--- src/rtl/uart_pkg.sv ---
// Shared UART definitions: default bit timing, frame width and receiver FSM encoding.
// The transmitter is expected to reuse the same constants.
package uart_pkg;

    localparam int CLKS_PER_BIT_DEFAULT = 434;
    localparam int FRAME_BITS           = 8;

    typedef logic [FRAME_BITS-1:0] uart_byte_t;

    localparam logic [1:0] ST_IDLE  = 2'd0;
    localparam logic [1:0] ST_START = 2'd1;
    localparam logic [1:0] ST_DATA  = 2'd2;
    localparam logic [1:0] ST_STOP  = 2'd3;

    // Start bit is re-checked half a bit after the edge so later samples land mid-bit.
    function automatic int half_bit(input int clks_per_bit);
        return clks_per_bit / 2;
    endfunction

endpackage

--- src/rtl/uart_sync.sv ---
// Two-flop synchronizer for the asynchronous serial line; resets to the idle (high) level.
module uart_sync (
    input  logic clk,
    input  logic rst,
    input  logic line,
    output logic line_sync
);

    logic meta;

    always_ff @(posedge clk) begin
        if (rst) begin
            meta      <= 1'b1;
            line_sync <= 1'b1;
        end else begin
            meta      <= line;
            line_sync <= meta;
        end
    end

endmodule

--- src/rtl/uart_rx_deser.sv ---
// 8N1 UART receiver with a single-entry holding register and valid/ready hand-off.
// state | meaning
// IDLE  | waiting for a falling edge on the synchronized line
// START | half-bit wait, then confirm the start bit is still low
// DATA  | sampling 8 data bits, LSB first, one per bit period
// STOP  | one bit period, then check the stop bit and deliver or flag
module uart_rx_deser
    import uart_pkg::*;
#(
    parameter int CLKS_PER_BIT = CLKS_PER_BIT_DEFAULT
) (
    input  logic                  CLK_50MHZ,
    input  logic                  RST,
    input  logic                  UART_RX,
    output logic [FRAME_BITS-1:0] RX_DATA,
    output logic                  RX_VALID,
    input  logic                  RX_READY,
    output logic                  RX_FRAME_ERR,
    output logic                  RX_OVERRUN,
    output logic                  RX_BUSY
);

    localparam int CW = (CLKS_PER_BIT > 1) ? $clog2(CLKS_PER_BIT) : 1;
    localparam int BW = $clog2(FRAME_BITS);
    localparam logic [CW-1:0] BIT_LAST  = CW'(CLKS_PER_BIT - 1);
    localparam logic [CW-1:0] HALF_LAST = CW'(half_bit(CLKS_PER_BIT) - 1);
    localparam logic [BW-1:0] LAST_BIT  = BW'(FRAME_BITS - 1);

    logic          rx_s;
    logic          rx_p;
    logic [1:0]    state;
    logic [CW-1:0] baud_cnt;
    logic [BW-1:0] bit_cnt;
    uart_byte_t    shreg;
    logic          baud_done;
    logic          byte_done;
    logic          stop_bad;

    uart_sync u_sync (
        .clk       (CLK_50MHZ),
        .rst       (RST),
        .line      (UART_RX),
        .line_sync (rx_s)
    );

    assign baud_done = (baud_cnt == BIT_LAST);
    assign byte_done = (state == ST_STOP) && baud_done && rx_s;
    assign stop_bad  = (state == ST_STOP) && baud_done && !rx_s;
    assign RX_BUSY   = (state != ST_IDLE);

    always_ff @(posedge CLK_50MHZ) begin
        if (RST) begin
            state    <= ST_IDLE;
            baud_cnt <= '0;
            bit_cnt  <= '0;
            shreg    <= '0;
            rx_p     <= 1'b1;
        end else begin
            rx_p <= rx_s;
            case (state)
                ST_IDLE: begin
                    baud_cnt <= '0;
                    bit_cnt  <= '0;
                    if (rx_p && !rx_s) state <= ST_START;
                end
                ST_START: begin
                    if (baud_cnt == HALF_LAST) begin
                        baud_cnt <= '0;
                        state    <= rx_s ? ST_IDLE : ST_DATA;
                    end else begin
                        baud_cnt <= baud_cnt + 1'b1;
                    end
                end
                ST_DATA: begin
                    if (baud_done) begin
                        baud_cnt       <= '0;
                        shreg[bit_cnt] <= rx_s;
                        bit_cnt        <= bit_cnt + 1'b1;
                        if (bit_cnt == LAST_BIT) state <= ST_STOP;
                    end else begin
                        baud_cnt <= baud_cnt + 1'b1;
                    end
                end
                ST_STOP: begin
                    if (baud_done) begin
                        baud_cnt <= '0;
                        state    <= ST_IDLE;
                    end else begin
                        baud_cnt <= baud_cnt + 1'b1;
                    end
                end
                default: state <= ST_IDLE;
            endcase
        end
    end

    // A byte finishing while the consumer takes the old one simply replaces it.
    always_ff @(posedge CLK_50MHZ) begin
        if (RST) begin
            RX_DATA      <= '0;
            RX_VALID     <= 1'b0;
            RX_FRAME_ERR <= 1'b0;
            RX_OVERRUN   <= 1'b0;
        end else begin
            RX_FRAME_ERR <= stop_bad;
            RX_OVERRUN   <= byte_done && RX_VALID && !RX_READY;
            if (byte_done && (!RX_VALID || RX_READY)) begin
                RX_DATA  <= shreg;
                RX_VALID <= 1'b1;
            end else if (RX_VALID && RX_READY) begin
                RX_VALID <= 1'b0;
            end
        end
    end

endmodule

--- config.mk ---
export PLATFORM = sky130hd
export DESIGN_NAME = uart_rx_deser
export DESIGN_NICKNAME = d
export VERILOG_FILES = /design/src/rtl/uart_pkg.sv /design/src/rtl/uart_sync.sv /design/src/rtl/uart_rx_deser.sv
export SDC_FILE = /design/constraint.sdc
export NUM_CORES = 1
export LEC_CHECK = 0
export BUFFER_PORTS_ARGS = -buffer_cell sky130_fd_sc_hd__buf_4
export CAP_MARGIN = 20
export CORE_MARGIN = 2
export CORE_UTILIZATION = 45
export CTS_CLUSTER_DIAMETER = 50
export DETAILED_ROUTE_END_ITERATION = 12
export PLACE_DENSITY = 0.63
export SETUP_SLACK_MARGIN = 0.5
export SLEW_MARGIN = 40
export SYNTH_ARGS = -nofsm -noshare
export SYNTH_HDL_FRONTEND = slang
export SYNTH_HIERARCHICAL = 1
export SYNTH_SLANG_ARGS = --single-unit
--- constraint.sdc ---
create_clock -name CLK_50MHZ -period 2 [get_ports CLK_50MHZ]
set_input_delay 0.3 -clock CLK_50MHZ [delete_from_list [all_inputs] [get_ports CLK_50MHZ]]
set_output_delay 0.3 -clock CLK_50MHZ [all_outputs]
set_load 0.05 [all_outputs]
# [Yosys cells after proc, flatten, opt, wreduce, memory -nomap -nowiden]
# Index checks and enable logic that the tools add are counted.
[op_classes] order_cmp=2 n_reduce_logical=21 n_eq_ne=11 n_div=0 mul=0 n_shift=0 addsub=2 muxes=17 bitwise_logic=0
[op_table] op="9-bit case mux with 3 select lines" n=1
[op_table] op="9-bit two-way mux" n=2
[op_table] op="2-bit two-way mux" n=6
[op_table] op="2-bit != test (second input constant)" n=5
[op_table] op="9-bit by 1-bit adder with 9-bit output (second input constant)" n=1
[op_table] op="9-bit by 8-bit equality test with 1-bit output (second input constant)" n=1
[op_table] op="9-bit equality test (second input constant)" n=1
[op_table] op="1-bit logical AND" n=9
[op_table] op="8-bit bitwise mux" n=1
[op_table] op="2-bit case mux with 4 select lines" n=1
[op_table] op="3-bit case mux with 2 select lines" n=1
[op_table] op="2-bit nonzero test" n=3
[op_table] op="5-bit AND reduction" n=1
[op_table] op="2-bit equality test (second input constant)" n=2
[op_table] op="3-bit by 4-bit less-than comparator with 1-bit output (second input constant)" n=1
[op_table] op="2-bit AND reduction" n=2
[op_table] op="3-bit by 1-bit adder with 3-bit output (second input constant)" n=1
[op_table] op="1-bit demux with 3-bit select" n=1
[op_table] op="3-bit equality test (second input constant)" n=1
[op_table] op="3-bit by 1-bit >= comparator with 1-bit output (second input constant)" n=1
[op_table] op="1-bit zero test" n=3
[op_table] op="1-bit two-way mux" n=3
[op_table] op="3-bit two-way mux" n=1
[op_table] op="2-bit by 1-bit equality test with 1-bit output (second input constant)" n=1
[op_table] op="other kinds (3)" n=3
[word_totals] inputBits=4 mem_bits_ro=0 elab_cells=64 ff_bits=36 n_memories=0 mem_bits_rw=0 latch_bits=0

# [Depth between registers and ports, before layout]
[depth] depth_word=5 ltp_mapped=9 ltp_nobuf=6

# [By module]
# The synthesis kept the hierarchy.
[by_module_without_submodules] mod="uart_rx_deser" seq_area_each_um2=680.7 area_each_um2=1529.0 cells_each=165 n_inst=1
[by_module_without_submodules] mod="uart_sync" seq_area_each_um2=40.0 area_each_um2=52.6 cells_each=4 n_inst=1

# [Worst setup path before layout]
# No wires, ideal clock.
[synth_timing] path_type="register to register" startpoint="reg baud_cnt[1]" endpoint="reg state[0]" arrival_time_ps=1608 setup_time_ps=86 path_slack_ps=306 period_less_slack_ps=1694 path_stages_with_launch=9 t_required_ps=1914 path_cell_list="dfxtp_1 inv_1 ha_1 and4b_1 buf_6 and2_4 buf_6 mux2_4 a221oi_2"
[synth_between] elab_chain_len=3 elab_cells_between_ends=6 classes_between="5 x eq/ne; 1 x reduce/logical"
[synth_lines] element="start: declaration" line_no="uart_rx_deser.sv:32" source="logic [CW-1:0] baud_cnt;"
[synth_lines] element="start signal: assignment" line_no="uart_rx_deser.sv:71" source="baud_cnt <= baud_cnt + 1'b1;"
[synth_lines] element="start signal: assignment" line_no="uart_rx_deser.sv:81" source="baud_cnt <= baud_cnt + 1'b1;"
[synth_lines] element="start signal: assignment" line_no="uart_rx_deser.sv:89" source="baud_cnt <= baud_cnt + 1'b1;"
[synth_lines] element="9-bit by 8-bit equality test with 1-bit output / 9-bit equality test (equally long branches)" line_no="uart_rx_deser.sv:67, uart_rx_deser.sv:46"
[synth_lines] element="2-bit != test (no line)"
[synth_lines] element="5-bit AND reduction (no line) *"
[synth_lines] element="end signal: assignment" line_no="uart_rx_deser.sv:69" source="state <= rx_s ? ST_IDLE : ST_DATA;"
[synth_lines] element="end: declaration" line_no="uart_rx_deser.sv:31" source="logic [1:0] state;"
# Mark *: on every way between the ends. The rest lies on a longest branch, timed or not.
# A chain may end at the register's enable or synchronous reset.

# [Worst setup path after layout]
[layout_timing] startpoint="reg baud_cnt[0]" endpoint="reg baud_cnt[2]"
[layout_between] elab_chain_len=3 elab_cells_between_ends=6 classes_between="1 x add/sub; 2 x eq/ne; 3 x mux"
[layout_lines] element="9-bit by 1-bit adder with 9-bit output, or another cell as far along" line_no="uart_rx_deser.sv:71, uart_rx_deser.sv:81, uart_rx_deser.sv:89"
[layout_lines] element="9-bit two-way mux (on tied branches)" line_no="uart_rx_deser.sv:75, uart_rx_deser.sv:85, uart_rx_deser.sv:67"
[layout_lines] element="9-bit case mux with 3 select lines *" line_no="uart_rx_deser.sv:60" source="case (state)"
# Marks and branches as above.

==> metrics.cfg <==
[floorplanning]
die_x_um = 63.3
io-pin-count = 16
die-area_um2 = 4000
initial_core_util_pct = 47.0
fp-row-count = 21
die-height_um = 63.3
core_um2 = 3360

[timing]
finalMaxSlewViolations = 0
fin_crit_ns = 1.65
setup_viol = 0
tightest_slew_ns = 0.378
slew-limit-headroom_pct = 74.5
fin_crit_sh_pct = 82.7
report.final.hold_viol_count = 0
max_freq_mhz = 604
finClkSkew_ns = 0.00441
rsz0062_at_grt = yes
setup_tns_ns = 0

[synthesis]
synth_cells = 169
synth_compound_area_share_pct = 10.9
synth_mux_area_share_pct = 5.46
synthAdderAreaFrac_pct = 3.96
netlist_area_um2 = 1580
synthXorXnorAreaFrac_pct = 3.88
yosys_warnings = 6
synth_top_family_by_area = simple AND/OR/NAND/NOR gates
synth.largest_area_cell = dfxtp_1
synthTopCellsByArea = dfxtp_1, ha_1, a21oi_1, mux2i_1, nor2_1
seq_area_frac_synth_pct = 45.6
yosysTopAreaCellShare_pct = 45.6
ys_types = 37
synth_nets = 178
synth_simple_gate_area_share_pct = 25.2
synth-seq-cells = 36
synth.avg_cell_area_um2 = 9.36

[route]
via_per_inst = 5.50
firstDrtPassIters = 4
vias = 1304
routed_wirelength_um = 3280
route.detailed.drc = 0
detail-route-antenna-nets = 0
drt_iter0_markers = 55
wl_per_cell_um = 13.8

[finish]
layout_common_cells = dfxtp_1, buf_4, nor2_1, a21oi_1, nand3_1
final_common_cell = dfxtp_1
area_delta_synth_final_pct = 22.7
antennaDiodeCount = 0
regArea_um2 = 731
drive_gt1_share_pct = 30.4
nFillCells = 326
multiInputGateArea_um2 = 856
fin_nets = 199

[global_routing]
grt_pass1_vias = 1248
grt_pass1_wl_um = 5490
antenna_found_initial = 0
grt.total_usage_pct = 17.6
grt_max_degree = 26
grt_overflow = 0

[worst_setup_path]
worst_r2r_path_depth = 7
worst_setup_path_end_kind = register
cp_slowest_cell = or4b_4
cpLargestDelayFamily = simple AND/OR/NAND/NOR gates
r2r-start = baud_cnt[0]$_SDFF_PP0_
r2r-end = baud_cnt[2]$_SDFF_PP0_
crit_chain = inv_2 > ha_4 > or4b_4 > nor3_4 > buf_4 > o32a_4 > nor2_1
cp_max_fo = 5
required_ns = 2.23
worstSetupPathType = reg -> reg
cp-start-kind = register
r2r_slack_ns = 0.35
slowest_delay_ns = 0.47
cp.arrival_ns = 1.89
cp_num_buf_inv = 2

[pwr]
ir_drop_v = 0.000402
power.density_nw_per_um2 = 600
cellLeakagePower_uw = 0.000743
power.total_uw = 1160

[min_path]
min_from = UART_RX
hold_path_depth = 2
min_to = u_sync/meta$_SDFF_PP1_
worstHoldPathType = in -> reg

[status]
outcome = finished clean

[clock_tree]
clk_pin_slew_worst_paths_ns = 0.10
insertion_delay_ns = 0.33
cts-hold-fix-buffers = 0
tritoncts = yes
numCtsBuffers = 5
cts_buffer_depth = 2
cts_root_buf = clkbuf_4
htree_levels = 2
cts.sinks = 36

[place]
gp_congestion = 0.793
hpwl_um = 2060
port_buffers = 15

[job]
maxCapViolCount = 0

per-layer routing:
metal	global-route usage [%]	part of all wire, %
met1	21.0	46
met2	29.1	48
met3	5.00	5.0
met4	8.15	1.2
met5	0	0
timing repair:
| item | CTS | global route |
|---|---|---|
| gates resized for setup | 15 | 9 |
| hold endpoints to repair | 0 | 0 |
| pin swaps | 6 | 9 |
| buffers inserted | 4 | 4 |
| endpoints found under the setup margin | 29 | 30 |
| gates cloned | 0 | 1 |
cell usage after synthesis:
cell	n
xor2_1	5
and4_1	2
nand2b_1	3
nor4b_1	1
buf_2	3
a311oi_1	1
inv_1	3
nand3_1	11
mux2_2	1
xnor2_1	2
or2_2	2
nor2_1	16
and2_4	1
nor4bb_1	2
a31oi_1	1
or2_1	2
nand4b_1	4
a21oi_1	12
o21ai_0	10
nor3_1	3
or4b_1	1
o32a_1	1
mux2i_1	6
nand4_1	8
mux2_4	1
and4bb_1	1
a22o_1	2
nand2_1	7
nor2b_1	1
ha_1	5
nor3_2	1
clkbuf_1	8
o21ai_1	1
buf_6	2
a221oi_2	1
and4b_1	2
dfxtp_1	36
cells by family (layout without fill, tap and decap cells):
group / Yosys count / count (layout)
XOR/XNOR: 7 / 7
buffers and inverters: 16 / 37
flip-flops: 36 / 36
adder cells (fa/ha/maj): 5 / 5
multiplexers: 8 / 8
AO/OA/AOI/OAI: 29 / 30
AND/OR/NAND/NOR: 68 / 68
layout make-up:
type	count	area share, %
clock buffers	8	3.03
inverters	3	0.580
multi-input cells	118	44.1
flip-flops and latches	36	37.7
well taps	46	2.97
repair buffers	26	11.7
where the power goes:
group | leakage, uW | internal [uW] | switching (uW) | total, uW
clock network | 0.0000326 | 173 | 223 | 397
logic | 0.000417 | 18.9 | 20.7 | 39.6
registers | 0.000294 | 720 | 8.59 | 728
total | 0.000743 | 912 | 253 | 1160
worst max-delay path by stage:
stage                           startpoint                      to  slack (ns)  cells past startpoint
CTS                 baud_cnt[0]$_SDFF_PP0_                register        0.39                      6
global route        baud_cnt[0]$_SDFF_PP0_                register        0.27                      6
detailed placement  baud_cnt[0]$_SDFF_PP0_  baud_cnt[2]$_SDFF_PP0_        0.23                      6
global placement    baud_cnt[0]$_SDFF_PP0_  baud_cnt[7]$_SDFF_PP0_        0.30                      6
finish              baud_cnt[0]$_SDFF_PP0_  baud_cnt[2]$_SDFF_PP0_        0.35                      7
floorplan           baud_cnt[1]$_SDFF_PP0_   state[0]$_SDFFE_PP0P_        0.40                      8
state kept, by name, summed over array words and instances (netlist names), named ones only:
| register | cells |
|---|---|
| RX_VALID | 1 |
| rx_p | 1 |
| u_sync/meta | 1 |
| baud_cnt | 9 |
| RX_DATA | 8 |
| RX_OVERRUN | 1 |
| RX_FRAME_ERR | 1 |
| state | 1 |
| u_sync/line_sync | 1 |
| shreg | 8 |
| bit_cnt | 3 |
stage by stage:
step                      instances  cell area (um^2)  hold slack [ns]  setup slack, ns  utilization (%)
after CTS                       232              1860            0.123            0.390             55.4
after floorplan                 169              1590            0.385            0.402                -
after global placement          220              1710            0.406            0.297             50.9
final                           237              1940            0.133            0.345             57.7
after detailed placement        220              1710            0.402            0.233             50.9
after global routing            237              1940            0.123            0.274             57.7
Note: power is estimated with default switching activity, not from simulation.
